`src/rtl/regfile_write_arbiter.sv`:
```
// Arbitrates the register file's single write port between the writeback stage (WB)
// and a long-latency unit (MU) with a one-entry MU holding buffer and starvation guard.
module regfile_write_arbiter #(
  parameter int unsigned DATA_W   = 32,
  parameter int unsigned ADDR_W   = 5,
  parameter int unsigned MAX_WAIT = 4
) (
  input  logic              clk,
  input  logic              reset,
  input  logic              wb_valid,
  input  logic [ADDR_W-1:0] wb_reg,
  input  logic [DATA_W-1:0] wb_data,
  input  logic              mu_valid,
  output logic              mu_ready,
  input  logic [ADDR_W-1:0] mu_reg,
  input  logic [DATA_W-1:0] mu_data,
  output logic              regwrite,
  output logic [ADDR_W-1:0] write_reg,
  output logic [DATA_W-1:0] write_data,
  output logic              stall,
  output logic              mu_drop
);

  typedef enum logic [1:0] {
    IDLE  = 2'd0,
    PEND  = 2'd1,
    FORCE = 2'd2
  } state_e;

  localparam logic [3:0] MaxWait = 4'(MAX_WAIT);

  state_e            state_q, state_d;
  logic [3:0]        cnt_q, cnt_d;
  logic [ADDR_W-1:0] buf_reg_q, buf_reg_d;
  logic [DATA_W-1:0] buf_data_q, buf_data_d;
  logic              regwrite_q, regwrite_d;
  logic [ADDR_W-1:0] write_reg_q, write_reg_d;
  logic [DATA_W-1:0] write_data_q, write_data_d;
  logic              stall_q, stall_d;
  logic              mu_drop_q, mu_drop_d;
  logic              wb_req_s;
  logic              mu_xfer_s;
  logic [3:0]        cnt_inc_s;

  assign wb_req_s  = wb_valid && (wb_reg != '0);
  assign mu_ready  = (state_q == IDLE);
  assign mu_xfer_s = mu_valid && mu_ready;
  assign cnt_inc_s = cnt_q + 4'd1;

  assign regwrite   = regwrite_q;
  assign write_reg  = write_reg_q;
  assign write_data = write_data_q;
  assign stall      = stall_q;
  assign mu_drop    = mu_drop_q;

  // State, buffer and registered outputs
  always_ff @(posedge clk or negedge reset) begin
    if (!reset) begin
      state_q      <= IDLE;
      cnt_q        <= 4'd0;
      buf_reg_q    <= '0;
      buf_data_q   <= '0;
      regwrite_q   <= 1'b0;
      write_reg_q  <= '0;
      write_data_q <= '0;
      stall_q      <= 1'b0;
      mu_drop_q    <= 1'b0;
    end else begin
      state_q      <= state_d;
      cnt_q        <= cnt_d;
      buf_reg_q    <= buf_reg_d;
      buf_data_q   <= buf_data_d;
      regwrite_q   <= regwrite_d;
      write_reg_q  <= write_reg_d;
      write_data_q <= write_data_d;
      stall_q      <= stall_d;
      mu_drop_q    <= mu_drop_d;
    end
  end

  // Next state, wait counter and holding buffer
  always_comb begin
    state_d    = state_q;
    cnt_d      = cnt_q;
    buf_reg_d  = buf_reg_q;
    buf_data_d = buf_data_q;
    case (state_q)
      IDLE: begin
        cnt_d = 4'd0;
        // A transfer to register 0 is accepted and silently dropped
        if (mu_xfer_s && (mu_reg != '0)) begin
          buf_reg_d  = mu_reg;
          buf_data_d = mu_data;
          state_d    = PEND;
        end else begin
          state_d = IDLE;
        end
      end
      PEND: begin
        if (wb_req_s) begin
          if (wb_reg == buf_reg_q) begin
            state_d = IDLE;
            cnt_d   = 4'd0;
          end else if (cnt_inc_s >= MaxWait) begin
            state_d = FORCE;
            cnt_d   = cnt_inc_s;
          end else begin
            state_d = PEND;
            cnt_d   = cnt_inc_s;
          end
        end else begin
          state_d = IDLE;
          cnt_d   = 4'd0;
        end
      end
      FORCE: begin
        state_d = IDLE;
        cnt_d   = 4'd0;
      end
      default: begin
        state_d = IDLE;
        cnt_d   = 4'd0;
      end
    endcase
  end

  // Write-port grant and status outputs for the next cycle
  always_comb begin
    regwrite_d   = 1'b0;
    write_reg_d  = write_reg_q;
    write_data_d = write_data_q;
    mu_drop_d    = 1'b0;
    case (state_q)
      IDLE: begin
        if (wb_req_s) begin
          regwrite_d   = 1'b1;
          write_reg_d  = wb_reg;
          write_data_d = wb_data;
        end else begin
          regwrite_d = 1'b0;
        end
      end
      PEND: begin
        // WB is younger in program order, so a same-register WB kills the buffer
        if (wb_req_s) begin
          regwrite_d   = 1'b1;
          write_reg_d  = wb_reg;
          write_data_d = wb_data;
          mu_drop_d    = (wb_reg == buf_reg_q);
        end else begin
          regwrite_d   = 1'b1;
          write_reg_d  = buf_reg_q;
          write_data_d = buf_data_q;
        end
      end
      FORCE: begin
        regwrite_d   = 1'b1;
        write_reg_d  = buf_reg_q;
        write_data_d = buf_data_q;
      end
      default: begin
        regwrite_d = 1'b0;
      end
    endcase
    stall_d = (state_d == FORCE);
  end

endmodule

```
`config.mk`:
```
export PLATFORM = sky130hd
export DESIGN_NAME = regfile_write_arbiter
export DESIGN_NICKNAME = d
export VERILOG_FILES = /design/src/rtl/regfile_write_arbiter.sv
export SDC_FILE = /design/constraint.sdc
export NUM_CORES = 1
export LEC_CHECK = 0
export ABC_CLOCK_PERIOD_IN_PS = 2440
export BUFFER_PORTS_ARGS = -buffer_cell sky130_fd_sc_hd__buf_2
export CAP_MARGIN = 30
export CORE_ASPECT_RATIO = 0.9
export CORE_MARGIN = 3
export CORE_UTILIZATION = 50
export DETAILED_ROUTE_END_ITERATION = 8
export GPL_ROUTABILITY_DRIVEN = 0
export PLACE_DENSITY = 0.79
export SETUP_SLACK_MARGIN = 0.4
export SYNTH_ARGS = -nofsm -noshare
export SYNTH_HDL_FRONTEND = slang
export SYNTH_SLANG_ARGS = --single-unit
```
`constraint.sdc`:
```
create_clock -name clk -period 2.44 [get_ports clk]
set_input_delay 0.122 -clock clk [delete_from_list [all_inputs] [get_ports clk]]
set_output_delay 0.122 -clock clk [all_outputs]
set_load 0.1 [all_outputs]
```
==> results of run 1 <==
[how the worst max path moves through the flow]
| stage | start | endpoint | slack [ns] | cells after the start |
|---|---|---|---|---|
| final | state_q[0] | write_data[6] | 0.36 | 7 |
| after CTS | state_q[0] | write_data[6] | 0.36 | 7 |
| after detailed placement | state_q[0] | write_data[31] | 0.27 | 7 |
| after floorplan | state_q[0] | write_data[0] | 0.44 | 8 |
| after global routing | state_q[0] | write_data[7] | 0.30 | 7 |
| after global placement | state_q[0] | write_reg[0] | 0.33 | 7 |
[synth_stat cells]
| library cell | number |
|---|---|
| buf_4 | 5 |
| a31oi_1 | 1 |
| inv_1 | 4 |
| nor4bb_1 | 1 |
| nand2_1 | 3 |
| a22o_1 | 37 |
| nand3_1 | 2 |
| ha_1 | 5 |
| o211ai_2 | 1 |
| xnor2_1 | 6 |
| a21oi_1 | 1 |
| or4_1 | 1 |
| nor2_1 | 7 |
| o211ai_1 | 1 |
| nor3_1 | 2 |
| buf_6 | 7 |
| dfrtp_1 | 83 |
| o21ba_1 | 1 |
| xor2_1 | 2 |
| mux2_1 | 7 |
| nor3b_2 | 1 |
| o21ai_0 | 1 |
| a31oi_2 | 1 |
| nor3_2 | 1 |
| clkbuf_1 | 3 |
| and3b_1 | 1 |
| a32o_1 | 1 |
| a21boi_0 | 1 |
| mux2_2 | 66 |
| a31o_2 | 1 |
| a221o_1 | 1 |
| a21boi_1 | 1 |
[layer usage]
metal | vias up | track usage (%)
li1 | 1240 | -
met2 | 105 | 34.0
met4 | 0 | 5.74
met5 | - | 0
met1 | 1321 | 24.6
met3 | 18 | 6.93
[through the flow]
step                      std cells  power [uW]  hold WS, ns
after floorplan                 256        4090       -0.174
after CTS                       498        5460     0.000514
after detailed placement        460        4590        0.162
after global placement          459        4520        0.163
final                           500        5410       0.0135
after global routing            500        5650      0.00236
[power groups by stage]
stage	logic, uW	clock network (uW)	registers, uW
floorplan	746	0	3350
global placement	2560	0	1960
detailed placement	2610	0	1980
CTS	2650	860	1960
global route	2740	906	2000
finish	2630	828	1950
[layout make-up]
cell class                 count  area, sq um
fill                         540         2290
sequential                    83         2080
multi-input combinational    154         1520
timing repair buffer         151          941
clock buffer                  10          128
tap                           93          116
clock inverter                 5         31.3
inverter                       4         15.0
[kinds of logic (layout without fill, tap and decap cells)]
family	Yosys count	count (layout)
xor gates and xnor gates	8	8
buffers and inverters	19	170
AOI/OAI and AO/OA	49	49
and+or+nand+nor	19	19
muxes	73	73
DFF	83	83
adders and majority gates	5	5
[timing repair]
action / in CTS / in global routing
gates cloned: 0 / 0
hold buffers: 23 / 2
hold endpoints to repair: 66 / 2
endpoints found under the setup margin: 37 / 37
gates resized for setup: 5 / 0
==> impl_metrics.csv, run 1 <==
group,metric,value,unit
power_and_ir_drop,power_leakage,0.00237,uW
finish,final_cell_mix,"117 x buf_2, 83 x dfrtp_1, 66 x mux2_2, 37 x a22o_1, 25 x dlygate4sd3_1",
floorplanning,dieArea,0.00849,sq mm
setup_path,r2r_setup_slack,0.36,ns
setup_path,max_stage_delay,0.41,ns
finish,layout_commonest_cell,"buf_2",
floorplanning,coreArea,0.00711,sq mm
cts,htree_levels,3,
logic_synthesis,syn-instance-count,256,
power_and_ir_drop,p_per_area,1120,mW/mm^2
detailed_routing,dr_wl_met3,568,um
hold_path,hold_path_end,"buf_data_q[3]",
power_and_ir_drop,p_sw,2600,uW
setup_path,crit_fanout,10,
cts,worstSkewPairLatency,0.34,ns
detailed_routing,num_vias,2684,
cts,tritoncts,"built",
cts,cts_root_buf,"clkbuf_8",
global_route,grt_pass1_vias,2750,
power_and_ir_drop,power_frac_comb,48.6,%
power_and_ir_drop,clkPwrFrac,15.3,%
timing,max_freq,482,MHz
detailed_routing,drtPass1Iterations,5,
logic_synthesis,yosys.area_share.adder,1.69,%
logic_synthesis,synthSimpleGateAreaFrac,2.87,%
power_and_ir_drop,internal_power,2810,uW
detailed_routing,vias_per_cell,5.37,
detailed_routing,wl_per_cell,16.8,um
logic_synthesis,avgSynthCellArea,14.5,sq um
timing,fin_crit,2.08,ns
logic_synthesis,yosysTopAreaCellShare,56.0,%
run,cap_violations,0,
detailed_routing,wl_met2,4110,um
placed_design,hpwl,5660,um
global_route,grt-ovfl-total,0,
hold_path,min_path_cells,2,
cts,clock_path_buffers,2,
setup_path,critPathCaptureType,"flop",
logic_synthesis,synth_mux_area_share,22.2,%
detailed_routing,wl,8410,um
logic_synthesis,yosys_warnings,0,
timing,worst_slack,0.365,ns
floorplanning,num_io_pins,119,
timing,rsz0062_at_grt,"true",
setup_path,cpLargestDelayFamily,"compound AO/OA/AOI/OAI gates",
setup_path,worstRegToRegCells,7,
global_route,grt_pass1_wl,13300,um
finish,final_cell_area,0.00483,sq mm
timing,fin_setup_tns,0,ns
global_route,grt_start_max_net_pins,47,
floorplanning,die_h,87.7,um
outcome,status,"completed",
placed_design,pre_cts_ws,0.267,ns
logic_synthesis,yosys.area.top_type,"dfrtp_1",
floorplanning,die_width,96.8,um
logic_synthesis,synth_compound_area_share,11.5,%
setup_path,cp_num_buf_inv,2,
setup_path,cp.required,2.67,ns
setup_path,regToRegEndpoint,"write_data[6]",
timing,slew_headroom,61.8,%
cts,cts_buffers,9,
hold_path,hold_path_startpoint,"mu_data[3]",
global_route,antenna_found_initial,0,
setup_path,crit_slowest_cell,"dfrtp_1",
finish,drive_above_1_share,52.8,%
logic_synthesis,synth_cell_types,32,
setup_path,path_cells,"inv_2, ha_4, nor4bb_1, a221o_1, buf_4, a22o_1, mux2_2",
logic_synthesis,ys_seq_elements,83,
timing,finClkSkew,0.00868,ns
logic_synthesis,syn_nets,339,
placed_design,portBuffers,118,
detailed_routing,top_layer_used,"met4",
logic_synthesis,ys_seq_area_share,56.0,%
floorplanning,placementRows,29,
placed_design,post_dp_cell_area,0.00440,sq mm
logic_synthesis,synth_xor_area_share,1.89,%
logic_synthesis,synth_area_leaders,"dfrtp_1 56%, mux2_2 20%, a22o_1 8.7%",
floorplanning,start_util,52.1,%
setup_path,arrival,2.30,ns
setup_path,worstSetupPathType,"flop to flop",
logic_synthesis,syn_area,0.00371,sq mm
finish,syn_to_final_growth,30.2,%
finish,n_antenna_cell,0,
power_and_ir_drop,ir_worst_vdd,0.000575,V
global_route,grt_use_total,20.0,%
cts,cts_sinks,83,
hold_path,hp-class,"input pin to flop",
cts,clkTransAtPathRegs,0.08,ns
detailed_routing,drc,0,
timing,max_slew.worst_pin.slew,0.570,ns
cts,post_cts_buffers,0,
finish,final_util,67.9,%
power_and_ir_drop,power_frac_seq,36.1,%
timing,slew_violations,0,
setup_path,worstSetupStartpointType,"flop",
finish,nNetsFinal,486,
timing,hold_viol_final,0,
detailed_routing,drtAntennaViolNets,0,
detailed_routing,wirelength_met1,3570,um
power_and_ir_drop,swShare,48.1,%
timing,setup_viol,0,
timing,fin_crit_sh,85.0,%
logic_synthesis,synth_top_family_by_area,"multiplexers",
detailed_routing,drtIter0Drc,72,
setup_path,r2r_start,"state_q[0]",
Power figures use the tool's default switching activity.
==> inputs of run 2 (changes only) <==
Settings changed: MAX_ROUTING_LAYER set to met4, SETUP_SLACK_MARGIN 0.4 to 0.05.
==> run 2 against run 1 <==
Compared with the run above: critical path depth unchanged; die area did not move; clock power up 7.9%; largest power group unchanged; highest routed layer unchanged.
==> impl_metrics.csv, run 2 (same netlist as run 1, synthesis figures left out) <==
group,metric,value,unit
setup_path,cp.required,2.66,ns
cts,cts_sinks,83,
run,cap_violations,0,
outcome,status,"completed",
placed_design,portBuffers,118,
timing,finClkSkew,0.0109,ns
finish,syn_to_final_growth,28.5,%
cts,worstSkewPairLatency,0.34,ns
detailed_routing,drc,0,
finish,final_cell_mix,"117 x buf_2, 83 x dfrtp_1, 66 x mux2_2, 37 x a22o_1, 18 x dlygate4sd3_1",
hold_path,hp-class,"input pin to flop",
power_and_ir_drop,swShare,47.7,%
timing,hold_viol_final,0,
finish,layout_commonest_cell,"buf_2",
detailed_routing,wl,8080,um
power_and_ir_drop,internal_power,2850,uW
floorplanning,die_width,96.8,um
cts,cts_root_buf,"clkbuf_8",
detailed_routing,drtPass1Iterations,4,
setup_path,path_cells,"inv_1, ha_1, nor4bb_1, a221o_1, buf_4, a22o_1, mux2_2",
timing,fin_crit_sh,90.0,%
finish,final.fill_count,580,
detailed_routing,drtIter0Drc,45,
timing,rsz0062_at_grt,"false",
power_and_ir_drop,p_per_area,1150,mW/mm^2
setup_path,cp-startpoint,"state_q[0]",
setup_path,worstSetupPathType,"flop to flop",
power_and_ir_drop,power_leakage,0.00234,uW
detailed_routing,drtAntennaViolNets,0,
setup_path,r2r_setup_slack,0.24,ns
floorplanning,dieArea,0.00849,sq mm
timing,fin_crit,2.20,ns
detailed_routing,wl_per_cell,16.4,um
hold_path,hold_path_startpoint,"mu_data[4]",
timing,worst_slack,0.245,ns
timing,slew_violations,0,
finish,nNetsFinal,479,
timing,max_slew.worst_pin.slew,0.577,ns
setup_path,max_stage_delay,0.38,ns
power_and_ir_drop,clkPwrFrac,16.4,%
cts,tritoncts,"built",
cts,post_cts_resized,0,
timing,max_freq,456,MHz
global_route,grt-ovfl-total,0,
finish,drive_above_1_share,53.1,%
timing,slew_headroom,61.4,%
timing,setup_viol,0,
setup_path,crit_fanout,23,
global_route,grt_use_total,20.3,%
global_route,grt_pass1_wl,13500,um
global_route,grt_pass1_vias,2792,
timing,fin_setup_tns,0,ns
setup_path,worstSetupStartpointType,"flop",
finish,n_antenna_cell,0,
setup_path,critPathCaptureType,"flop",
cts,clock_path_buffers,2,
cts,htree_levels,3,
cts,clkTransAtPathRegs,0.08,ns
floorplanning,num_io_pins,119,
detailed_routing,num_vias,2629,
global_route,antenna_found_initial,0,
cts,cts_buffers,9,
setup_path,arrival,2.42,ns
setup_path,r2r_start,"state_q[0]",
floorplanning,coreArea,0.00711,sq mm
power_and_ir_drop,power_frac_seq,35.8,%
power_and_ir_drop,ir_worst_vdd,0.000709,V
detailed_routing,vias_per_cell,5.32,
placed_design,hpwl,5580,um
power_and_ir_drop,power_frac_comb,47.8,%
power_and_ir_drop,p_sw,2600,uW
global_route,grt_start_max_net_pins,43,
floorplanning,die_h,87.7,um
setup_path,crit_slowest_cell,"dfrtp_1",
floorplanning,placementRows,29,
placed_design,pre_cts_ws,0.261,ns
floorplanning,start_util,52.1,%
run 2: final timing paths:
path,end,cells after the start
max in group asynchronous,buf_data_q[26],3
min in group asynchronous,write_data[25],2
hold reg to reg,cnt_q[0],1
setup reg to reg,write_reg[3],7
hold / removal,buf_data_q[4],2
setup / recovery,write_reg[3],7
run 2: power by group through the flow:
stage,logic (uW),clock network [uW],registers [uW]
final,2610,893,1960
after global routing,2730,992,2010
after CTS,2620,920,1960
after detailed placement,2600,0,1990
after global placement,2560,0,1960
after floorplan,734,0,3350
run 2: final cells by class:
cell class                 count  area (sq um)  area share [%]
clock inverter                 4          25.0           0.525
sequential                    83          2080            43.6
tap                           93           116            2.44
multi-input combinational    154          1510            31.6
inverter                       4          15.0           0.315
timing repair buffer         144           871            18.3
clock buffer                  12           155            3.26
run 2: through the flow:
| stage | hold slack (ns) | total power (uW) | cell area, sq um | std cells | util [%] |
|---|---|---|---|---|---|
| floorplan | -0.174 | 4080 | 3710 | 256 | - |
| global placement | 0.140 | 4520 | 4400 | 460 | 61.9 |
| detailed placement | 0.142 | 4590 | 4400 | 460 | 61.9 |
| CTS | 0.000765 | 5500 | 4740 | 492 | 66.7 |
| global route | 0.000227 | 5720 | 4760 | 494 | 67.0 |
| finish | 0.0148 | 5460 | 4760 | 494 | 67.0 |
run 2: metal layers:
layer	vias up	part of all wire [%]	track usage (%)
li1	1228	-	-
met1	1316	43	24.9
met2	78	51	34.1
met3	7	5.1	5.18
met4	0	0.83	4.97
met5	-	0	-
run 2: worst max-delay path: cells and delay by family (launching register included):
family,cells,cell delay [ns]
buf+inv,2,0.29
flops,1,0.38
mux,1,0.26
fa+ha+maj,1,0.38
compound gates,2,0.60
simple gates,1,0.16
run 2: timing repair:
action	in CTS	in global routing
buffers inserted	0	0
hold buffers	16	2
endpoints found under the hold margin	56	2
